==> src/rtl/mips_pkg.sv <==
// mips_pkg -- shared definitions for the MIPS pipeline front end.
//
// Contents:
//   DEFAULT_RESET_PC / DEFAULT_NOP_INSTR : default values for the fetch stage
//                                          parameters RESET_PC / NOP_INSTR
//   PCSRC_*                              : encodings of the PCSrcD select
//                                          {JumpD, BranchD & EqualD}
//   fetch_state_e                        : fetch controller states
//   sat_inc32                            : saturating 32-bit increment used by
//                                          the optional performance counters
package mips_pkg;

  localparam logic [31:0] DEFAULT_RESET_PC  = 32'h0000_0000;
  // sll $0,$0,0 encodes as all zeros
  localparam logic [31:0] DEFAULT_NOP_INSTR = 32'h0000_0000;

  localparam logic [1:0] PCSRC_PLUS4  = 2'b00;
  localparam logic [1:0] PCSRC_BRANCH = 2'b01;
  localparam logic [1:0] PCSRC_JUMP   = 2'b10;

  typedef enum logic [1:0] {
    S_BOOT  = 2'd0,
    S_FETCH = 2'd1,
    S_HOLD  = 2'd2
  } fetch_state_e;

  function automatic logic [31:0] sat_inc32(input logic [31:0] v);
    return (v == 32'hFFFF_FFFF) ? v : v + 32'd1;
  endfunction

endpackage

==> src/rtl/IF_ID_reg.sv <==
// IF_ID_reg -- IF/ID pipeline register with stall (hold) and flush (bubble).
//
// Ports:
//   CLK, RST        clock (rising edge), asynchronous active-high reset
//   StallD          hold the current contents
//   FlushD          load a bubble {NOP_INSTR, 0}; wins over StallD
//   instr_in        candidate instruction from the fetch stage
//   pc_plus4_in     candidate PC+4 from the fetch stage
//   InstrD          registered instruction to decode
//   PCPlus4D        registered PC+4 to decode
module IF_ID_reg
  import mips_pkg::*;
#(
  parameter int                     Instr_width = 32,
  parameter int                     PC_width    = 32,
  parameter logic [Instr_width-1:0] NOP_INSTR   = DEFAULT_NOP_INSTR
) (
  input  logic                   CLK,
  input  logic                   RST,
  input  logic                   StallD,
  input  logic                   FlushD,
  input  logic [Instr_width-1:0] instr_in,
  input  logic [PC_width-1:0]    pc_plus4_in,
  output logic [Instr_width-1:0] InstrD,
  output logic [PC_width-1:0]    PCPlus4D
);

  logic [Instr_width-1:0] instr_d, instr_q;
  logic [PC_width-1:0]    pc_plus4_d, pc_plus4_q;

  always_comb begin
    instr_d    = instr_q;
    pc_plus4_d = pc_plus4_q;
    if (FlushD) begin
      instr_d    = NOP_INSTR;
      pc_plus4_d = '0;
    end else if (!StallD) begin
      instr_d    = instr_in;
      pc_plus4_d = pc_plus4_in;
    end
  end

  always_ff @(posedge CLK or posedge RST) begin
    if (RST) begin
      instr_q    <= NOP_INSTR;
      pc_plus4_q <= '0;
    end else begin
      instr_q    <= instr_d;
      pc_plus4_q <= pc_plus4_d;
    end
  end

  assign InstrD   = instr_q;
  assign PCPlus4D = pc_plus4_q;

endmodule

==> src/rtl/fetch_stage.sv <==
// fetch_stage -- instruction-fetch stage of the pipelined MIPS core.
//
// Holds the PC, selects the next PC (PC+4, branch target or jump target),
// fetches from a single-cycle Harvard instruction memory with a ready
// handshake, and feeds decode through the IF/ID register.
//
// Ports:
//   CLK, RST      clock (rising edge), asynchronous active-high reset
//   PCSrcD        {JumpD, BranchD&EqualD} from decode; jump wins on 2'b11
//   PCBranchD     branch target from decode
//   StallF        hold the PC (hazard unit)
//   StallD        hold IF/ID (hazard unit)
//   FlushD        bubble IF/ID (hazard unit)
//   ImemReq       fetch request valid
//   ImemAddr      fetch address, always equal to PCF
//   ImemRdata     instruction word, valid when ImemReq & ImemReady
//   ImemReady     memory accepts and returns data this cycle
//   PCF           current fetch PC
//   ImemWaitF     fetch waiting on memory (to hazard unit)
//   InstrD        IF/ID instruction
//   PCPlus4D      IF/ID PC+4
//
// Optional build macro FETCH_PERF_CNT_EN adds:
//   FetchCnt      instructions accepted into IF/ID (saturating)
//   WaitCnt       cycles with ImemWaitF=1 (saturating)
module fetch_stage
  import mips_pkg::*;
#(
  parameter int                     Instr_width = 32,
  parameter int                     PC_width    = 32,
  parameter logic [PC_width-1:0]    RESET_PC    = DEFAULT_RESET_PC,
  parameter logic [Instr_width-1:0] NOP_INSTR   = DEFAULT_NOP_INSTR
) (
  input  logic                   CLK,
  input  logic                   RST,
  input  logic [1:0]             PCSrcD,
  input  logic [PC_width-1:0]    PCBranchD,
  input  logic                   StallF,
  input  logic                   StallD,
  input  logic                   FlushD,
  output logic                   ImemReq,
  output logic [PC_width-1:0]    ImemAddr,
  input  logic [Instr_width-1:0] ImemRdata,
  input  logic                   ImemReady,
  output logic [PC_width-1:0]    PCF,
  output logic                   ImemWaitF,
  output logic [Instr_width-1:0] InstrD,
  output logic [PC_width-1:0]    PCPlus4D
`ifdef FETCH_PERF_CNT_EN
  ,
  output logic [31:0]            FetchCnt,
  output logic [31:0]            WaitCnt
`endif
);

  fetch_state_e           state_d, state_q;
  logic [PC_width-1:0]    pc_d, pc_q;
  logic                   buf_vld_d, buf_vld_q;
  logic [Instr_width-1:0] buf_instr_d, buf_instr_q;
  logic [PC_width-1:0]    buf_pc4_d, buf_pc4_q;

  logic [PC_width-1:0]    pc_plus4_f;
  logic [PC_width-1:0]    jump_target;
  logic [PC_width-1:0]    pc_next;
  logic                   redirect;
  logic [Instr_width-1:0] cand_instr;
  logic [PC_width-1:0]    cand_pc4;

  assign pc_plus4_f  = pc_q + PC_width'(4);
  // Pseudo-direct jump: region bits come from the jump's own PC+4
  assign jump_target = {PCPlus4D[PC_width-1:28], InstrD[25:0], 2'b00};
  // Decode only redirects once the PC is free to move
  assign redirect    = (PCSrcD != PCSRC_PLUS4) && !StallF;

  always_comb begin
    if ((PCSrcD & PCSRC_JUMP) != 2'b00) begin
      pc_next = jump_target;
    end else if (PCSrcD == PCSRC_BRANCH) begin
      pc_next = PCBranchD;
    end else begin
      pc_next = pc_plus4_f;
    end
  end

  always_comb begin
    state_d     = state_q;
    pc_d        = pc_q;
    buf_vld_d   = buf_vld_q;
    buf_instr_d = buf_instr_q;
    buf_pc4_d   = buf_pc4_q;
    cand_instr  = NOP_INSTR;
    cand_pc4    = '0;
    ImemReq     = 1'b0;
    ImemWaitF   = 1'b0;

    case (state_q)
      // One idle cycle after reset release before the first request
      S_BOOT: begin
        state_d = S_FETCH;
      end

      S_FETCH: begin
        ImemReq = 1'b1;
        if (redirect) begin
          // Word fetched from the wrong-path PC is dropped
          pc_d = pc_next;
        end else if (ImemReady && !StallF) begin
          pc_d       = pc_next;
          cand_instr = ImemRdata;
          cand_pc4   = pc_plus4_f;
        end else if (ImemReady) begin
          // Memory delivered while stalled: park the word so it is neither
          // lost nor fetched twice
          buf_vld_d   = 1'b1;
          buf_instr_d = ImemRdata;
          buf_pc4_d   = pc_plus4_f;
          state_d     = S_HOLD;
        end else begin
          ImemWaitF = 1'b1;
        end
      end

      S_HOLD: begin
        if (!redirect && buf_vld_q) begin
          cand_instr = buf_instr_q;
          cand_pc4   = buf_pc4_q;
        end
        if (!StallF) begin
          pc_d      = pc_next;
          buf_vld_d = 1'b0;
          state_d   = S_FETCH;
        end
      end

      default: begin
        state_d = S_BOOT;
      end
    endcase
  end

  always_ff @(posedge CLK or posedge RST) begin
    if (RST) begin
      state_q   <= S_BOOT;
      pc_q      <= RESET_PC;
      buf_vld_q <= 1'b0;
    end else begin
      state_q   <= state_d;
      pc_q      <= pc_d;
      buf_vld_q <= buf_vld_d;
    end
  end

  // Buffer payload is qualified by buf_vld_q, so it needs no reset
  always_ff @(posedge CLK) begin
    buf_instr_q <= buf_instr_d;
    buf_pc4_q   <= buf_pc4_d;
  end

  assign PCF      = pc_q;
  assign ImemAddr = pc_q;

  IF_ID_reg #(
    .Instr_width (Instr_width),
    .PC_width    (PC_width),
    .NOP_INSTR   (NOP_INSTR)
  ) u_if_id (
    .CLK         (CLK),
    .RST         (RST),
    .StallD      (StallD),
    .FlushD      (FlushD),
    .instr_in    (cand_instr),
    .pc_plus4_in (cand_pc4),
    .InstrD      (InstrD),
    .PCPlus4D    (PCPlus4D)
  );

`ifdef FETCH_PERF_CNT_EN
  logic        cand_vld;
  logic [31:0] fetch_cnt_d, fetch_cnt_q;
  logic [31:0] wait_cnt_d, wait_cnt_q;

  // A real instruction (not a bubble) is on the IF/ID input
  always_comb begin
    case (state_q)
      S_FETCH: cand_vld = !redirect && ImemReady && !StallF;
      S_HOLD:  cand_vld = !redirect && buf_vld_q;
      default: cand_vld = 1'b0;
    endcase
  end

  always_comb begin
    fetch_cnt_d = fetch_cnt_q;
    wait_cnt_d  = wait_cnt_q;
    if (cand_vld && !FlushD && !StallD) begin
      fetch_cnt_d = sat_inc32(fetch_cnt_q);
    end
    if (ImemWaitF) begin
      wait_cnt_d = sat_inc32(wait_cnt_q);
    end
  end

  always_ff @(posedge CLK or posedge RST) begin
    if (RST) begin
      fetch_cnt_q <= 32'd0;
      wait_cnt_q  <= 32'd0;
    end else begin
      fetch_cnt_q <= fetch_cnt_d;
      wait_cnt_q  <= wait_cnt_d;
    end
  end

  assign FetchCnt = fetch_cnt_q;
  assign WaitCnt  = wait_cnt_q;
`endif

endmodule
==> config.mk <==
export PLATFORM = sky130hd
export DESIGN_NAME = fetch_stage
export DESIGN_NICKNAME = d
export VERILOG_FILES = /design/src/rtl/mips_pkg.sv /design/src/rtl/IF_ID_reg.sv /design/src/rtl/fetch_stage.sv
export SDC_FILE = /design/constraint.sdc
export NUM_CORES = 1
export LEC_CHECK = 0
export CAP_MARGIN = 5
export CORE_MARGIN = 2
export CORE_UTILIZATION = 49
export DETAILED_ROUTE_END_ITERATION = 16
export GPL_ROUTABILITY_DRIVEN = 0
export MAX_ROUTING_LAYER = met4
export PLACE_DENSITY = 0.88
export SLEW_MARGIN = 20
export SYNTH_ARGS = -nofsm -noshare
export SYNTH_HDL_FRONTEND = slang
export SYNTH_SLANG_ARGS = --single-unit
==> constraint.sdc <==
create_clock -name CLK -period 5.3 [get_ports CLK]
set_input_delay 1.325 -clock CLK [delete_from_list [all_inputs] [get_ports CLK]]
set_output_delay 1.325 -clock CLK [all_outputs]
set_load 0.01 [all_outputs]
======== Yosys cells after proc, flatten, opt, wreduce, memory -nomap -nowiden ========
Index checks and enable logic that the tools add are counted.
word-level totals
  logic and storage cells ................. 64
  bits of input ports ..................... 72
  bits in registers ....................... 163
operators by class
  reduce and logical (&&, ||, !) cells .... 12
  multiplexer cells ....................... 33
  eq/ne operators ......................... 9
  $add $sub $neg .......................... 1
  bitwise logic cells ..................... 2
operators with widths
  cell                                                              count
  32-bit 2-to-1 mux                                                 15
  32-bit case mux with 2 select lines                               3
  32-bit by 3-bit adder with 32-bit output (second input constant)  1
  1-bit 2-to-1 mux                                                  9
  2-bit 2-to-1 mux                                                  4
  2-bit != test (second input constant)                             4
  4-bit AND reduction                                               2
  2-bit case mux with 3 select lines                                1
  5-bit AND reduction                                               1
  2-bit by 1-bit == test with 1-bit output (second input constant)  2
  2-bit nonzero test                                                2
  1-bit logical AND                                                 3
  3-bit != test (second input constant)                             1
  3-bit AND reduction                                               1
  2-bit == test (second input constant)                             1
  1-bit logical NOT                                                 2
  2-bit logical NOT                                                 1
  2-bit by 1-bit != test with 1-bit output (second input constant)  1
  1-bit NOT                                                         2
  1-bit case mux with 2 select lines                                1

======== Logic depth before layout (Yosys ltp) ========
  depth in word-level cells ............... 8
  depth in mapped cells ................... 9

======== By module ========
A second synthesis with hierarchy kept.
unflattened totals
  cell total of the unflattened synthesis .. 887
  area total of the unflattened synthesis .. 9076.2 µm²
by module, submodules not included
  module       sequential area each (µm²)  cells an instance  times used  area each (µm²)
  fetch_stage  2797.7                      680                1           6454.9
  IF_ID_reg    1601.5                      207                1           2621.3

======== Least setup slack after synthesis ========
No wires, ideal clock.
  kind .................................... input -> register
  start point ............................. in StallF
  end point ............................... reg buf_instr_q[0], enable pin
  arrival ................................. 4380 ps
  buffers on the path ..................... 1
  data required time ...................... 4814 ps
  stages .................................. 3
  slack ................................... 434 ps
  path through ............................ clkbuf_1 -> inv_1 -> nor2_1
between the ends
  longest elaborated chain between the ends .. 4
  elaborated cells between the ends (all ways) .. 6
  classes of those cells .................. bitwise (2); reduce/logical (4)
ends and longest elaborated chain
  item                                         line                                   RTL
  start, declared                              fetch_stage.sv:38                      input logic StallF,
  1-bit logical NOT (*)                        --
  1-bit logical AND, on equally long branches  fetch_stage.sv:107, fetch_stage.sv:73
  1-bit NOT (no source line)                   --
  4-bit AND reduction (no source line) (*)     --
  end signal, assigned                         fetch_stage.sv:155                     buf_instr_q <= buf_instr_d;
  end, declared                                fetch_stage.sv:59                      logic [Instr_width-1:0] buf_instr_d, buf_instr_q;
Mark *: on every way between the ends. The rest lies on a longest branch, timed or not.
A chain may end at the register's enable or synchronous reset.

======== Worst setup path in the final report ========
  start point ............................. in StallF
  end point ............................... out ImemWaitF
between the ends
  longest elaborated chain between the ends .. 5
  elaborated cells between the ends (all ways) .. 6
  classes of those cells .................. mux (3); reduce/logical (3)
ends and longest elaborated chain
  item                   line                RTL
  1-bit logical NOT (*)  --
  1-bit logical AND      fetch_stage.sv:107  end else if (ImemReady && !StallF) begin
  1-bit 2-to-1 mux       fetch_stage.sv:107
  1-bit 2-to-1 mux (*)   fetch_stage.sv:104  if (redirect) begin
  1-bit 2-to-1 mux (*)   fetch_stage.sv:96   case (state_q)
  end, declared          fetch_stage.sv:46   output logic ImemWaitF,
Marked as above.

==> results_dict.tcl <==
set metrics [dict create \
    max_freq_ghz 0.232 \
    finalHoldViolations 0 \
    fillers 1189 \
    die_width_um 130 \
    synthDistinctLibCells 58 \
    drtIter0Drc 836 \
    rsz0062_at_grt "no" \
    syn-instance-count 714 \
    synthesis.nets 791 \
    port_buffers 201 \
    grt-ovfl-total 0 \
    vias_per_cell 6.00 \
    setup_ws_ns 0.981 \
    seqPwrFrac_pct 41.6 \
    cp.required_ns 3.97 \
    cts_tree "done" \
    drv_slew 0 \
    avgRoutedWirePerCell_um 20.3 \
    slew_headroom_pct 23.9 \
    grtUsageTotal_pct 27.5 \
    clockBufferDepth 2 \
    peakVddDrop_v 0.000250 \
    worst_pin_slew_ns 1.13 \
    p_comb_share_pct 29.9 \
    drive_gt1_share_pct 6.87 \
    ant_nets 0 \
    post_cts_buffers 0 \
    setup_tns_ns 0 \
    cts_sinks 163 \
    skew_ns 0.00802 \
    cp-start-kind "primary input" \
    final_nets 937 \
    grt_max_degree 73 \
    route.detailed.drc 0 \
    regArea_um2 4400 \
    worst_skew_pair.late_latency_ns 0.42 \
    ys_ff_latch 163 \
    dp_slack_ns 0.998 \
    synth-seq-area-share_pct 56.7 \
    p_int_w 0.00299 \
    initial_core_util_pct 49.6 \
    switching_share_pct 33.1 \
    syn_to_final_growth_pct 33.1 \
    placed_cells 1057 \
    final_core_util_pct 66.0 \
    setup_viol 0 \
    path_class "primary input to output pin" \
    multi_input_area_um2 2880 \
    num_vias 6534 \
    cts-htree-levels 4 \
    postCtsResizedCells 0 \
    fin_crit_sh_pct 81.5 \
    synth-edff-count 64 \
    p_leak_nw 4.08 \
    synth_top_area_share_pct 31.9 \
    worstSetupEndpointType "output pin" \
    synth_area_per_cell_um2 10.9 \
    outcome "finished, final reports clean" \
    cellPowerDensity_nw_per_um2 432 \
    clk_pin_slew_ns 0.06 \
    core_um2 15700 \
    yosysWarnings 0 \
    dieArea_um2 16900 \
    firstDrtPassIters 7 \
    synth_flop_cell "dfrtp_1" \
    grt_pass1_vias 6238 \
    cts_hold_buf 0 \
    wl_um 22100 \
    async_reset_ff_share_pct 60.7 \
    cts_buffers 17 \
    path_max_fanout 8 \
    io_pins 202 \
    rows 46 \
    num_antenna_cells 0 \
    synth.area.top_cells "dfrtp_1 (32%), edfxtp_1 (25%), a22oi_1 (5.8%)" \
    root_buffer "clkbuf_16" \
    min_period_ns 4.32 \
    power_switching_w 0.00148 \
    drv_cap 0 \
    grt_pass1_wl_um 34400 \
    place_hpwl_um 15100 \
    synth_top_area_cell "dfrtp_1" \
    cp.arrival_ns 2.99 \
    synth_area_um2 7760 \
    antenna_found_initial 0 \
    fp.dieH_um 130 \
    pwr-share-clk_pct 28.4 \
    min_path_type "flop to flop" \
    layoutNonFillerInstCount 1089 \
]
## final cells by class
class                           count  area share (%)
Multi-Input combinational cell    449            27.9
Clock inverter                     12            1.49
Inverter                           15           0.569
Clock buffer                       20            4.43
Timing Repair Buffer              214            20.4
Tap cell                          216            2.62
Sequential cell                   163            42.6
## worst paths after layout
path                               start  slack (ns)  cells after the start                    to
setup / recovery                  StallF        0.98                      4             ImemWaitF
hold / removal             buf_pc4_q[15]        0.47                      2  u_if_id.PCPlus4D[15]
setup reg to reg            ImemAddr[12]        2.62                      5          ImemAddr[17]
hold reg to reg            buf_pc4_q[15]        0.47                      2  u_if_id.PCPlus4D[15]
max in group asynchronous            RST        2.89                      3  u_if_id.PCPlus4D[10]
min in group asynchronous            RST        1.46                      2            state_q[0]
## sequential cells by signal, summed over array words and instances (netlist names)
signal and cells:
ImemAddr 32, buf_instr_q 32, buf_pc4_q 32, u_if_id.InstrD 32
u_if_id.PCPlus4D 32, state_q 2, buf_vld_q 1
## power by group through the flow
stage	registers, W	clock network (W)	logic, W
floorplan	0.00181	0	0.000775
global placement	0.00186	0	0.00129
detailed placement	0.00187	0	0.00132
CTS	0.00185	0.00128	0.00133
global route	0.00189	0.00133	0.00144
finish	0.00186	0.00127	0.00134
## worst max-delay path, cell delays in order
cell and delay, ns:
clkdlybuf4s50_1 0.68, inv_1 0.22, a21boi_0 0.20, clkdlybuf4s50_1 0.57
## layer usage
layer | global-route usage (%) | share of wire [%] | wire, um | vias to the layer above
li1 | - | - | - | 2918
met1 | 37.3 | 42 | 9230 | 3189
met2 | 41.5 | 47 | 10300 | 372
met3 | 5.45 | 8.9 | 1970 | 55
met4 | 10.2 | 2.6 | 575 | 0
met5 | - | 0 | 0 | -
## layout by cell type, fill, tap and decap left out, types with 11 or more instances in the layout
cell	count
nand4_1	11
xor2_1	11
buf_4	13
nor2_1	22
a21o_1	20
o21ai_0	65
clkbuf_16	18
a21oi_1	27
xnor2_1	17
a22o_1	23
clkdlybuf4s50_1	201
nand2_1	79
edfxtp_1	64
nand3_1	14
inv_1	14
dfrtp_1	99
a22oi_1	60
## cell usage after synthesis (all sizes together) (5+ instances only)
master and count:
a22oi 60, a21oi 28, o31a 7, dfrtp 99
mux2i 5, xor2 11, xnor2 17, buf 50
nand3 14, and4 5, inv 15, o22ai 7
a22o 23, nor4 7, clkbuf 37, nand2 79
o21ai 65, nor2 23, ha 5, nor2b 6
a21o 20, nand4 13, edfxtp 64
## cell families after synthesis
group / share of synthesized area (%)
AO/OA/AOI/OAI: 20.7
XOR/XNOR: 3.16
adder cells (fa/ha/maj): 0.806
buffers and inverters: 6.84
flip-flops: 56.7
multiplexers: 0.645
AND/OR/NAND/NOR: 11.2
## through the flow
step           hold slack (ns)  area (um^2)  total power, W
3_5_place_dp             0.458         9710         0.00320
2_1_floorplan            0.438         7760         0.00259
4_1_cts                  0.472        10300         0.00446
6_report                 0.465        10300         0.00446
5_1_grt                  0.500        10300         0.00467
3_3_place_gp             0.447         9710         0.00315
Note: power is estimated with default switching activity, not from simulation.
